`config.mk`:
```
export PLATFORM = sky130hd
export DESIGN_NAME = exec_datapath_flat
export DESIGN_NICKNAME = d
export VERILOG_FILES = /design/src/rtl/cpu_pkg.sv /design/src/rtl/exec_datapath_if.sv /design/src/rtl/exec_alu.sv /design/src/rtl/exec_datapath.sv /design/src/flat_wrapper.sv
export SDC_FILE = /design/constraint.sdc
export NUM_CORES = 1
export LEC_CHECK = 0
export ABC_CLOCK_PERIOD_IN_PS = 7300
export CORE_MARGIN = 2
export CORE_UTILIZATION = 56
export DETAILED_ROUTE_END_ITERATION = 6
export PLACE_DENSITY_LB_ADDON = 0.2
export SYNTH_ARGS = -nofsm -noshare
export SYNTH_HDL_FRONTEND = slang
export SYNTH_SLANG_ARGS = --single-unit
```
`constraint.sdc`:
```
create_clock -name clk -period 7.3 [get_ports clk]
set_input_delay 1.46 -clock clk [delete_from_list [all_inputs] [get_ports clk]]
set_output_delay 1.46 -clock clk [all_outputs]
set_load 0.02 [all_outputs]
```
`src/rtl/cpu_pkg.sv`:
```
// Shared definitions for the execution datapath: width defaults, FSM state
// encodings, command bit positions and ALU operation codes.
package cpu_pkg;

    localparam int unsigned DEF_DWIDTH = 16;
    localparam int unsigned DEF_AWIDTH = 12;

    // FSM state encodings
    localparam logic [2:0] ST_IDLE    = 3'd0;
    localparam logic [2:0] ST_RD      = 3'd1;
    localparam logic [2:0] ST_RD_WAIT = 3'd2;
    localparam logic [2:0] ST_WR      = 3'd3;
    localparam logic [2:0] ST_DONE    = 3'd4;

    // Bit positions in the packed command vector
    localparam int unsigned NCMD       = 12;
    localparam int unsigned CMD_ADD    = 0;
    localparam int unsigned CMD_LOAD   = 1;
    localparam int unsigned CMD_STORE  = 2;
    localparam int unsigned CMD_BRANCH = 3;
    localparam int unsigned CMD_ISZ    = 4;
    localparam int unsigned CMD_CLA    = 5;
    localparam int unsigned CMD_CLE    = 6;
    localparam int unsigned CMD_CMA    = 7;
    localparam int unsigned CMD_LDI    = 8;
    localparam int unsigned CMD_CIR    = 9;
    localparam int unsigned CMD_CIL    = 10;
    localparam int unsigned CMD_INC    = 11;

    typedef enum logic [3:0] {
        ALU_NOP,
        ALU_CLA,
        ALU_CLE,
        ALU_CMA,
        ALU_PASS,
        ALU_INC,
        ALU_CIR,
        ALU_CIL,
        ALU_ADD,
        ALU_INCM
    } alu_op_t;

    // True when exactly one command bit is set
    function automatic logic is_one_hot(input logic [NCMD-1:0] v);
        int unsigned n;
        n = 0;
        for (int unsigned i = 0; i < NCMD; i++) begin
            if (v[i]) n++;
        end
        return (n == 1);
    endfunction

endpackage

```
`src/rtl/exec_datapath_if.sv`:
```
// Command, status and RAM-port signals between control unit, execution
// datapath and RAM. slave = datapath side, master = environment side.
interface exec_datapath_if #(
    parameter int unsigned DWIDTH = 16,
    parameter int unsigned AWIDTH = 12
);
    logic              i_execute;
    logic              i_add;
    logic              i_load;
    logic              i_store;
    logic              i_branch;
    logic              i_isz;
    logic              i_clr_ac;
    logic              i_clr_e;
    logic              i_comp_ac;
    logic              i_load_ac;
    logic              i_cir_r;
    logic              i_cir_l;
    logic              i_inc_ac;
    logic [AWIDTH-1:0] i_addr;
    logic [7:0]        i_imm;
    logic              i_pc_inc;
    logic              i_clr_reg;
    logic              o_mem_ce;
    logic              o_mem_we;
    logic [AWIDTH-1:0] o_mem_addr;
    logic [DWIDTH-1:0] o_mem_wdata;
    logic [DWIDTH-1:0] i_mem_rdata;
    logic              o_ex_done;
    logic              o_err;
    logic              o_busy;
    logic [DWIDTH-1:0] o_ac;
    logic              o_e;
    logic [AWIDTH-1:0] o_pc;

    modport slave (
        input  i_execute, i_add, i_load, i_store, i_branch, i_isz,
               i_clr_ac, i_clr_e, i_comp_ac, i_load_ac, i_cir_r, i_cir_l, i_inc_ac,
               i_addr, i_imm, i_pc_inc, i_clr_reg, i_mem_rdata,
        output o_mem_ce, o_mem_we, o_mem_addr, o_mem_wdata,
               o_ex_done, o_err, o_busy, o_ac, o_e, o_pc
    );

    modport master (
        output i_execute, i_add, i_load, i_store, i_branch, i_isz,
               i_clr_ac, i_clr_e, i_comp_ac, i_load_ac, i_cir_r, i_cir_l, i_inc_ac,
               i_addr, i_imm, i_pc_inc, i_clr_reg, i_mem_rdata,
        input  o_mem_ce, o_mem_we, o_mem_addr, o_mem_wdata,
               o_ex_done, o_err, o_busy, o_ac, o_e, o_pc
    );

endinterface

```
`src/rtl/exec_alu.sv`:
```
// Combinational accumulator ALU shared by register-reference commands and
// the memory-reference result paths (LOAD, ADD, ISZ increment).
module exec_alu
    import cpu_pkg::*;
#(
    parameter int unsigned DWIDTH = DEF_DWIDTH
) (
    input  logic [DWIDTH-1:0] ac,
    input  logic              e,
    input  logic [DWIDTH-1:0] operand,
    input  alu_op_t           op,
    output logic [DWIDTH-1:0] ac_nxt,
    output logic              e_nxt,
    output logic              zero
);

    localparam logic [DWIDTH-1:0] ONE = DWIDTH'(1);

    logic [DWIDTH:0] sum;

    // Next AC/E for the selected operation; unlisted ops hold both
    always_comb begin
        ac_nxt = ac;
        e_nxt  = e;
        sum    = {1'b0, ac} + {1'b0, operand};
        case (op)
            ALU_CLA:  ac_nxt = '0;
            ALU_CLE:  e_nxt  = 1'b0;
            ALU_CMA:  ac_nxt = ~ac;
            ALU_PASS: ac_nxt = operand;
            ALU_INC:  ac_nxt = ac + ONE;
            ALU_CIR: begin
                ac_nxt = {e, ac[DWIDTH-1:1]};
                e_nxt  = ac[0];
            end
            ALU_CIL: begin
                ac_nxt = {ac[DWIDTH-2:0], e};
                e_nxt  = ac[DWIDTH-1];
            end
            ALU_ADD:  {e_nxt, ac_nxt} = sum;
            ALU_INCM: ac_nxt = operand + ONE;
            default: ;
        endcase
        zero = (ac_nxt == '0);
    end

endmodule

```
`src/rtl/exec_datapath.sv`:
```
// Execution datapath: accepts one-hot commands from the control unit,
// owns AC/E/DR/PC, sequences RAM reads/writes and pulses o_ex_done once
// per accepted command.
module exec_datapath
    import cpu_pkg::*;
#(
    parameter int unsigned DWIDTH = DEF_DWIDTH,
    parameter int unsigned AWIDTH = DEF_AWIDTH
) (
    input logic           clk,
    input logic           reset_n,
    exec_datapath_if.slave bus
);

    logic [2:0]        state_q, state_d;
    logic [AWIDTH-1:0] addr_q;
    logic              is_add_q, is_load_q, is_isz_q;
    logic              err_q;
    logic              dr_zero_q;
    logic [DWIDTH-1:0] ac_q, dr_q;
    logic              e_q;
    logic [AWIDTH-1:0] pc_q;

    logic [NCMD-1:0]   cmd_in;
    logic              accept, cmd_ok, reg_ref, mem_rd;
    alu_op_t           alu_op;
    logic [DWIDTH-1:0] alu_opnd, alu_ac;
    logic              alu_e, alu_zero;

    assign cmd_in = {bus.i_inc_ac, bus.i_cir_l, bus.i_cir_r, bus.i_load_ac,
                     bus.i_comp_ac, bus.i_clr_e, bus.i_clr_ac, bus.i_isz,
                     bus.i_branch, bus.i_store, bus.i_load, bus.i_add};

    assign accept  = (state_q == ST_IDLE) && bus.i_execute && !bus.i_clr_reg;
    assign cmd_ok  = is_one_hot(cmd_in);
    assign reg_ref = |cmd_in[CMD_INC:CMD_CLA];
    assign mem_rd  = cmd_in[CMD_ADD] | cmd_in[CMD_LOAD] | cmd_in[CMD_ISZ];

    // ALU op/operand: immediate-side reg-ref ops in IDLE, RAM data in RD_WAIT
    always_comb begin
        alu_op   = ALU_NOP;
        alu_opnd = bus.i_mem_rdata;
        if (state_q == ST_IDLE) begin
            alu_opnd = {{(DWIDTH-8){1'b0}}, bus.i_imm};
            if (cmd_ok) begin
                if      (cmd_in[CMD_CLA]) alu_op = ALU_CLA;
                else if (cmd_in[CMD_CLE]) alu_op = ALU_CLE;
                else if (cmd_in[CMD_CMA]) alu_op = ALU_CMA;
                else if (cmd_in[CMD_LDI]) alu_op = ALU_PASS;
                else if (cmd_in[CMD_CIR]) alu_op = ALU_CIR;
                else if (cmd_in[CMD_CIL]) alu_op = ALU_CIL;
                else if (cmd_in[CMD_INC]) alu_op = ALU_INC;
            end
        end else if (state_q == ST_RD_WAIT) begin
            if      (is_add_q)  alu_op = ALU_ADD;
            else if (is_load_q) alu_op = ALU_PASS;
            else if (is_isz_q)  alu_op = ALU_INCM;
        end
    end

    exec_alu #(.DWIDTH(DWIDTH)) u_alu (
        .ac      (ac_q),
        .e       (e_q),
        .operand (alu_opnd),
        .op      (alu_op),
        .ac_nxt  (alu_ac),
        .e_nxt   (alu_e),
        .zero    (alu_zero)
    );

    // Next-state decode; i_clr_reg aborts to IDLE from any state
    always_comb begin
        state_d = state_q;
        case (state_q)
            ST_IDLE: begin
                if (accept) begin
                    if (!cmd_ok)                 state_d = ST_DONE;
                    else if (mem_rd)             state_d = ST_RD;
                    else if (cmd_in[CMD_STORE])  state_d = ST_WR;
                    else                         state_d = ST_DONE;
                end
            end
            ST_RD:      state_d = ST_RD_WAIT;
            ST_RD_WAIT: state_d = is_isz_q ? ST_WR : ST_DONE;
            ST_WR:      state_d = ST_DONE;
            ST_DONE:    state_d = ST_IDLE;
            default:    state_d = ST_IDLE;
        endcase
        if (bus.i_clr_reg) state_d = ST_IDLE;
    end

    // FSM state and latched command context
    always_ff @(posedge clk or negedge reset_n) begin
        if (!reset_n) begin
            state_q   <= ST_IDLE;
            addr_q    <= '0;
            is_add_q  <= 1'b0;
            is_load_q <= 1'b0;
            is_isz_q  <= 1'b0;
            err_q     <= 1'b0;
        end else begin
            state_q <= state_d;
            if (accept) begin
                addr_q    <= bus.i_addr;
                is_add_q  <= cmd_in[CMD_ADD];
                is_load_q <= cmd_in[CMD_LOAD];
                is_isz_q  <= cmd_in[CMD_ISZ];
                err_q     <= !cmd_ok;
            end
        end
    end

    // Architectural registers; PC priority: clear > branch/skip > fetch increment
    always_ff @(posedge clk or negedge reset_n) begin
        if (!reset_n) begin
            ac_q      <= '0;
            e_q       <= 1'b0;
            dr_q      <= '0;
            pc_q      <= '0;
            dr_zero_q <= 1'b0;
        end else if (bus.i_clr_reg) begin
            ac_q      <= '0;
            e_q       <= 1'b0;
            dr_q      <= '0;
            pc_q      <= '0;
            dr_zero_q <= 1'b0;
        end else begin
            if ((accept && cmd_ok && reg_ref) ||
                (state_q == ST_RD_WAIT && (is_add_q || is_load_q))) begin
                ac_q <= alu_ac;
                e_q  <= alu_e;
            end
            if (state_q == ST_RD_WAIT && is_isz_q) begin
                dr_q      <= alu_ac;
                dr_zero_q <= alu_zero;
            end
            if (accept && cmd_ok && cmd_in[CMD_BRANCH])
                pc_q <= bus.i_addr;
            else if (state_q == ST_WR && is_isz_q && dr_zero_q)
                pc_q <= pc_q + AWIDTH'(1);
            else if (bus.i_pc_inc)
                pc_q <= pc_q + AWIDTH'(1);
        end
    end

    // Outputs decoded from state; i_clr_reg masks a pending write or done
    // in the same cycle so the abort takes effect before the clock edge.
    always_comb begin
        bus.o_mem_ce    = ((state_q == ST_RD) || (state_q == ST_WR)) && !bus.i_clr_reg;
        bus.o_mem_we    = (state_q == ST_WR) && !bus.i_clr_reg;
        bus.o_mem_addr  = bus.o_mem_ce ? addr_q : '0;
        bus.o_mem_wdata = bus.o_mem_we ? (is_isz_q ? dr_q : ac_q) : '0;
        bus.o_ex_done   = (state_q == ST_DONE) && !bus.i_clr_reg;
        bus.o_err       = bus.o_ex_done && err_q;
        bus.o_busy      = (state_q != ST_IDLE);
        bus.o_ac        = ac_q;
        bus.o_e         = e_q;
        bus.o_pc        = pc_q;
    end

endmodule

```
`src/flat_wrapper.sv`:
```
// flat-port wrapper written by rule: the top's interface ports become plain ports
module exec_datapath_flat import cpu_pkg::*;
#(
    parameter int unsigned DWIDTH = DEF_DWIDTH,
    parameter int unsigned AWIDTH = DEF_AWIDTH
)
  (clk, reset_n, bus_i_execute, bus_i_add, bus_i_load, bus_i_store, bus_i_branch, bus_i_isz, bus_i_clr_ac, bus_i_clr_e, bus_i_comp_ac, bus_i_load_ac, bus_i_cir_r, bus_i_cir_l, bus_i_inc_ac, bus_i_addr, bus_i_imm, bus_i_pc_inc, bus_i_clr_reg, bus_i_mem_rdata, bus_o_mem_ce, bus_o_mem_we, bus_o_mem_addr, bus_o_mem_wdata, bus_o_ex_done, bus_o_err, bus_o_busy, bus_o_ac, bus_o_e, bus_o_pc);
  exec_datapath_if #(.DWIDTH(DWIDTH), .AWIDTH(AWIDTH)) bus_i ();
  input logic clk;
  input logic reset_n;
  input wire logic [$bits(bus_i.i_execute)-1:0] bus_i_execute;
  input wire logic [$bits(bus_i.i_add)-1:0] bus_i_add;
  input wire logic [$bits(bus_i.i_load)-1:0] bus_i_load;
  input wire logic [$bits(bus_i.i_store)-1:0] bus_i_store;
  input wire logic [$bits(bus_i.i_branch)-1:0] bus_i_branch;
  input wire logic [$bits(bus_i.i_isz)-1:0] bus_i_isz;
  input wire logic [$bits(bus_i.i_clr_ac)-1:0] bus_i_clr_ac;
  input wire logic [$bits(bus_i.i_clr_e)-1:0] bus_i_clr_e;
  input wire logic [$bits(bus_i.i_comp_ac)-1:0] bus_i_comp_ac;
  input wire logic [$bits(bus_i.i_load_ac)-1:0] bus_i_load_ac;
  input wire logic [$bits(bus_i.i_cir_r)-1:0] bus_i_cir_r;
  input wire logic [$bits(bus_i.i_cir_l)-1:0] bus_i_cir_l;
  input wire logic [$bits(bus_i.i_inc_ac)-1:0] bus_i_inc_ac;
  input wire logic [$bits(bus_i.i_addr)-1:0] bus_i_addr;
  input wire logic [$bits(bus_i.i_imm)-1:0] bus_i_imm;
  input wire logic [$bits(bus_i.i_pc_inc)-1:0] bus_i_pc_inc;
  input wire logic [$bits(bus_i.i_clr_reg)-1:0] bus_i_clr_reg;
  input wire logic [$bits(bus_i.i_mem_rdata)-1:0] bus_i_mem_rdata;
  output wire logic [$bits(bus_i.o_mem_ce)-1:0] bus_o_mem_ce;
  output wire logic [$bits(bus_i.o_mem_we)-1:0] bus_o_mem_we;
  output wire logic [$bits(bus_i.o_mem_addr)-1:0] bus_o_mem_addr;
  output wire logic [$bits(bus_i.o_mem_wdata)-1:0] bus_o_mem_wdata;
  output wire logic [$bits(bus_i.o_ex_done)-1:0] bus_o_ex_done;
  output wire logic [$bits(bus_i.o_err)-1:0] bus_o_err;
  output wire logic [$bits(bus_i.o_busy)-1:0] bus_o_busy;
  output wire logic [$bits(bus_i.o_ac)-1:0] bus_o_ac;
  output wire logic [$bits(bus_i.o_e)-1:0] bus_o_e;
  output wire logic [$bits(bus_i.o_pc)-1:0] bus_o_pc;
  assign bus_i.i_execute = bus_i_execute;
  assign bus_i.i_add = bus_i_add;
  assign bus_i.i_load = bus_i_load;
  assign bus_i.i_store = bus_i_store;
  assign bus_i.i_branch = bus_i_branch;
  assign bus_i.i_isz = bus_i_isz;
  assign bus_i.i_clr_ac = bus_i_clr_ac;
  assign bus_i.i_clr_e = bus_i_clr_e;
  assign bus_i.i_comp_ac = bus_i_comp_ac;
  assign bus_i.i_load_ac = bus_i_load_ac;
  assign bus_i.i_cir_r = bus_i_cir_r;
  assign bus_i.i_cir_l = bus_i_cir_l;
  assign bus_i.i_inc_ac = bus_i_inc_ac;
  assign bus_i.i_addr = bus_i_addr;
  assign bus_i.i_imm = bus_i_imm;
  assign bus_i.i_pc_inc = bus_i_pc_inc;
  assign bus_i.i_clr_reg = bus_i_clr_reg;
  assign bus_i.i_mem_rdata = bus_i_mem_rdata;
  assign bus_o_mem_ce = bus_i.o_mem_ce;
  assign bus_o_mem_we = bus_i.o_mem_we;
  assign bus_o_mem_addr = bus_i.o_mem_addr;
  assign bus_o_mem_wdata = bus_i.o_mem_wdata;
  assign bus_o_ex_done = bus_i.o_ex_done;
  assign bus_o_err = bus_i.o_err;
  assign bus_o_busy = bus_i.o_busy;
  assign bus_o_ac = bus_i.o_ac;
  assign bus_o_e = bus_i.o_e;
  assign bus_o_pc = bus_i.o_pc;
  exec_datapath #(.DWIDTH(DWIDTH), .AWIDTH(AWIDTH)) u_core (.clk(clk), .reset_n(reset_n), .bus(bus_i));
endmodule
```
# Word level (Yosys, flattened, before mapping)
# Cells that the tools add are included.
# classes
bitwise_logic	3
add_sub_neg	15
n_shift	0
div_mod_pow	0
n_eq_ne	15
order_cmp	0
n_reduce_logical	27
muxes	50
mul	0
# ops
operator	n
two-way mux 32 bit	11
adder 32 x 1 -> 32 bit, second input constant	10
case mux 16 bit (8 select lines)	1
two-way mux 16 bit	7
two-way mux 12 bit	5
two-way mux 4 bit	12
adder 16 x 1 -> 16 bit, second input constant	2
equality test 32 x 1 -> 1 bit, second input constant	1
two-way mux 3 bit	7
adder 16 x 16 -> 17 bit	1
equality test 4 x 3 -> 1 bit, second input constant	4
zero test 16 bit	1
NOT 16 bit	1
logical AND 1 bit	13
adder 12 x 1 -> 12 bit, second input constant	1
case mux 3 bit (4 select lines)	1
equality test 4 x 2 -> 1 bit, second input constant	2
equality test 4 bit, second input constant	2
OR reduction 7 bit	1
equality test 3 x 2 -> 1 bit, second input constant	2
two-way mux 1 bit	5
nonzero test 5 bit	1
equality test 4 x 1 -> 1 bit, second input constant	1
case mux 1 bit (4 select lines)	1
12 further kinds	17
# word_totals
mem_bits_rw	0
output_inout_bits	62
register_bits	65
in_bits	53
rom_bits	0
memories	0
elab_cells	121
latch_bits	0

# Logic depth before layout (Yosys ltp)
# logic_depth
word_depth	31
ltp_mapped	46
mapped_depth_nobuf	43

# Cells and area by module
# A second synthesis with hierarchy kept.
# unflattened
hier_cells	1013
area_unflattened_um2	7671.1
# by_module_without_submodules
mod	cells_each	area_each_um2	seq_area_each_um2	instances
exec_datapath	588	4882.2	1626.6	1
exec_alu	425	2788.9	0.0	1

# Least setup slack after synthesis
# OpenSTA, ideal clock, no wires.
# synth_path
kind	input port to flip-flop
from	input bus_i_load
to	register u_core.dr_zero_q
t_required_ps	7208
setup_ps	92
path_stages	45
arrival_ps	9442
setup_slack_ps	-2234
cell_sequence	inv_1 ha_1 xor2_1 ha_1 nor2b_1 a31oi_1 ha_1 nand2b_1 o21ai_0 inv_1 ha_1 nand2_1 o21ai_0 ha_1 nand2_1 o21a_1 o31ai_1 ha_1 [9 not listed] clkbuf_1 xnor2_1 nand4_1 o311ai_0 o32a_1 nor4_1 a31oi_1 nor4_1 or3_1 buf_2 o211ai_4 o21ai_4 clkbuf_1 mux2i_1 a31oi_1 a2111oi_0 nand4_1 o31ai_2
# synth_via
elab_chain_cells	29
# synth_rtl
item	line	rtl
start, declared	flat_wrapper.sv:13	input wire logic [$bits(bus_i.i_load)-1:0] bus_i_load;
two-way mux 32 bit *	cpu_pkg.sv:48	if (v[i]) n++;
adder 32 x 1 -> 32 bit	cpu_pkg.sv:48	
two-way mux 32 bit *	cpu_pkg.sv:48	
adder 32 x 1 -> 32 bit	cpu_pkg.sv:48	
two-way mux 32 bit *	cpu_pkg.sv:48	
adder 32 x 1 -> 32 bit	cpu_pkg.sv:48	
two-way mux 32 bit *	cpu_pkg.sv:48	
adder 32 x 1 -> 32 bit	cpu_pkg.sv:48	
[13 not listed]	n/a	
equality test 32 x 1 -> 1 bit *	cpu_pkg.sv:50	return (n == 1);
two-way mux 4 bit *	exec_datapath.sv:45	if (cmd_ok) begin
two-way mux 4 bit *	exec_datapath.sv:43	if (state_q == ST_IDLE) begin
equality test 4 bit (tied with other cells)	exec_alu.sv:26	case (op)
case mux 16 bit (8 select lines) *	exec_alu.sv:26	
zero test 16 bit *	exec_alu.sv:44	zero = (ac_nxt == '0);
two-way mux 1 bit *	exec_datapath.sv:133	if (state_q == ST_RD_WAIT && is_isz_q) begin
two-way mux 1 bit *	exec_datapath.sv:121	end else if (bus.i_clr_reg) begin
end signal, assigned	exec_datapath.sv:135	dr_zero_q <= alu_zero;
end, declared	exec_datapath.sv:19	logic dr_zero_q;
# Every way passes the cells marked *; elsewhere a longest branch is shown, timed or not. The select of a mux whose other input is x is not followed.
# A chain may end at the register's enable or synchronous reset.

# Worst setup path after layout
# Ends and elaborated chain as after synthesis.

==> impl_metrics.env <==
export IMPL_status="complete, but fails checks"
export IMPL_failed_checks="setup timing"
export IMPL_start_util=0.5723
export IMPL_use_met3=0.06420
export IMPL_grt_max_degree=66
export IMPL_syn_nets=979
export IMPL_clockRootBuffer="clkbuf_16"
export IMPL_synth_xor_area_share=0.1070
export IMPL_place_congestion=0.9830
export IMPL_clockBufferDepth=2
export IMPL_async_flop_share=1.000
export IMPL_grt_busiest_layer="met2"
export IMPL_cts_buffers=9
export IMPL_ys_seq_area_frac=0.2261
export IMPL_worst_pin_slew_ns=1.203
export IMPL_synth_top_family_by_area="simple AND/OR/NAND/NOR gates"
export IMPL_cts_hold_buf=0
export IMPL_r2r_slack_ns=1.26
export IMPL_nets=1238
export IMPL_cts_sinks=65
export IMPL_cp_max_fo=6
export IMPL_hp_class="register to register"
export IMPL_holdPathStages=1
export IMPL_die_area_um2=13770
export IMPL_port_buffers=114
export IMPL_stdcell_area_um2=11310
export IMPL_syn_area_um2=7193
export IMPL_final_core_util=0.8998
export IMPL_synth_fa_ha_area_frac=0.05636
export IMPL_track_usage=0.3958
export IMPL_synth_edf_count=0
export IMPL_leakagePower_uw=0.004647
export IMPL_maxSlewHeadroom=0.1950
export IMPL_ys_types=92
export IMPL_io_pins=115
export IMPL_synthTopCellsByArea="dfrtp_1 23%, mux2i_1 6.1%, nor2_1 5.8%, ha_1 5.2%, xnor2_1 4.9%"
export IMPL_worstPathArrival_ns=9.91
export IMPL_cp_slowest_cell="or4_4"
export IMPL_dp_hpwl_um=18540
export IMPL_cpMostUsedCell="ha_4"
export IMPL_rr_worst_depth=22
export IMPL_drive_above_1_share=0.3377
export IMPL_fin_worst_skew_ns=0.009780
export IMPL_peakVddDrop_mv=0.2783
export IMPL_synthMuxAreaShare=0.08993
export IMPL_setup_viol=50
export IMPL_avgSynthCellArea_um2=8.037
export IMPL_fp_row_count=41
export IMPL_crit_type="primary input to register"
export IMPL_hold_end="u_core.addr_q[9]"
export IMPL_maxCapViolations=0
export IMPL_antenna_found_initial=0
export IMPL_met2_usage=0.6937
export IMPL_synth_flop_cell="dfrtp_1"
export IMPL_die_h_um=117.3
export IMPL_period_minus_slack_ns=9.671
export IMPL_cp_end_kind="register"
export IMPL_startpoint="bus_i_load"
export IMPL_placed_cell_area_um2=9637
export IMPL_postRouteWirelength_um=34420
export IMPL_p_per_area_nw_per_um2=346.3
export IMPL_core_area_um2=12570
export IMPL_synth_warnings=0
export IMPL_cts_max_level=3
export IMPL_slowest_delay_ns=0.47
export IMPL_avgViaCountPerCell=7.012
export IMPL_crit_path_start_kind="primary input"
export IMPL_hp_start="u_core.addr_q[9]"
export IMPL_wl_per_cell_um=25.88
export IMPL_diodes=0
export IMPL_drt_iter0_drc=1097
export IMPL_grt_pass1_wl_um=44190
export IMPL_area_growth_pct=57.21
export IMPL_synth_simple_area_share=0.2406
export IMPL_clk_latency_ns=0.33
export IMPL_worstPathRequired_ns=7.54
export IMPL_max_freq_mhz=103.4
export IMPL_setup_tns_ns=-91.22
export IMPL_rsz0062_at_grt="yes"
export IMPL_reg2reg_to="u_core.dr_zero_q"
export IMPL_num_vias=9326
export IMPL_firstDrtPassIters=6
export IMPL_die_width_um=117.3
export IMPL_finalWorstSetupSlack_ns=-2.371
export IMPL_grt_overflow=0
export IMPL_met1_usage=0.4497
export IMPL_reg2reg_from="u_core.state_q[1]"
export IMPL_synth_seq_cells=65
export IMPL_hold_viol_final=0
export IMPL_slew_viol_final=0
export IMPL_synth_compound_area_frac=0.2258
export IMPL_cts_tree="done"
export IMPL_antenna_left=0
export IMPL_clk_pin_slew_ns=0.05
export IMPL_grt_pass1_vias=8512
export IMPL_post_route_drc_count=0
export IMPL_netlist_instances=895
export IMPL_period_share=1.325
export IMPL_synth_top_area_frac=0.2261
export IMPL_synth_area_leader_cell="dfrtp_1"
-- per-layer routing --
| metal | routed length [um] | part of all wire |
|---|---|---|
| met1 | 11070 | 0.32 |
| met2 | 16070 | 0.47 |
| met3 | 3628 | 0.11 |
| met4 | 3655 | 0.11 |
| met5 | 0 | 0 |
-- cell type report --
type	count	area, um2
clock buffer	12	256.5
clock inverter	3	40.04
fill	548	1260
inverter	35	156.4
multi-input combinational	735	6173
sequential	65	1627
tap	172	215.2
timing repair buffer	308	2840
-- state kept, by name (all words and copies together) (netlist names) --
name / cells
u_core.bus.o_ac: 16
u_core.dr_q: 16
u_core.addr_q: 12
u_core.bus.o_pc: 12
u_core.state_q: 3
u_core.bus.o_e: 1
u_core.dr_zero_q: 1
u_core.err_q: 1
u_core.is_add_q: 1
u_core.is_isz_q: 1
u_core.is_load_q: 1
-- synth_stat cells, types with 4 or more instances --
cell	instances
a211o_1	7
a211oi_1	27
a21o_1	6
a21oi_1	31
a22o_1	4
a31oi_1	11
a41oi_1	4
and2_1	25
and3_1	9
buf_2	11
clkbuf_1	44
dfrtp_1	65
ha_1	30
inv_1	33
mux2_2	17
mux2i_1	44
nand2_1	88
nand2b_1	15
nand3_1	24
nand3b_1	7
nand4_1	6
nor2_1	112
nor2b_1	5
nor3_1	16
nor3b_1	5
nor4_1	11
o2111ai_1	4
o211ai_1	10
o21a_1	8
o21ai_0	31
o21ai_1	4
o21bai_1	5
o221a_2	6
o221ai_1	8
o31ai_1	6
or2_2	6
or3_1	10
xnor2_1	40
xor2_1	18
-- logic make-up (layout without fill, tap and decap cells) --
logic type               after synthesis  after routing
AO/OA/AOI/OAI                        216            216
XOR/XNOR                              70             70
adder cells (fa/ha/maj)               32             32
buffers and inverters                 96            358
flip-flops                            65             65
multiplexers                          62             62
AND/OR/NAND/NOR                      354            355
-- worst max path at each step --
stage	cells past startpoint	slack [ns]	to
2_1_floorplan	43	-1.79	u_core.dr_zero_q
3_3_place_gp	46	-2.66	u_core.dr_zero_q
3_5_place_dp	45	-3.04	u_core.dr_zero_q
4_1_cts	46	-1.91	u_core.dr_zero_q
5_1_grt	47	-2.50	u_core.dr_zero_q
6_report	47	-2.37	u_core.dr_zero_q
-- metrics by stage --
stage | total power (uW) | std cells | hold WS, ns | setup slack, ns
floorplan | 1857 | 895 | 0.4706 | -1.788
global placement | 2635 | 1267 | 0.4792 | -2.658
detailed placement | 2676 | 1267 | 0.4862 | -3.036
CTS | 3330 | 1306 | 0.4978 | -1.909
global route | 4025 | 1330 | 0.5291 | -2.501
finish | 3916 | 1330 | 0.5225 | -2.371
-- power by group --
group	switching (uW)	total [uW]	internal (uW)
Clock	160	440	280
Sequential	164	603	439
Combinational	1510	2870	1360
-- critical path, delay by kind of cell --
| family | cells | cell delay, ns |
|---|---|---|
| AOI/OAI and AO/OA | 14 | 2.22 |
| buffers and inverters | 7 | 0.78 |
| muxes | 1 | 0.29 |
| xor gates and xnor gates | 1 | 0.18 |
| adders and majority gates | 9 | 2.46 |
| and+or+nand+nor | 15 | 2.49 |
-- what timing repair did --
| action | CTS | global route |
|---|---|---|
| gates resized for setup | 95 | 118 |
| setup endpoints to repair | 50 | 50 |
| gates cloned | 4 | 1 |
| buffers inserted | 21 | 33 |
| pin swaps | 53 | 57 |
-- cell usage in the layout, fill, tap and decap left out, types with 25 or more instances in the layout --
master	synthesis	final
and2_1	25	25
buf_4	0	153
buf_6	2	34
clkdlybuf4s50_1	0	110
dfrtp_1	65	65
inv_1	33	30
mux2i_1	44	43
nand2_1	88	80
nor2_1	112	96
xnor2_1	40	39
No activity file was read; power rests on OpenSTA's default activity.
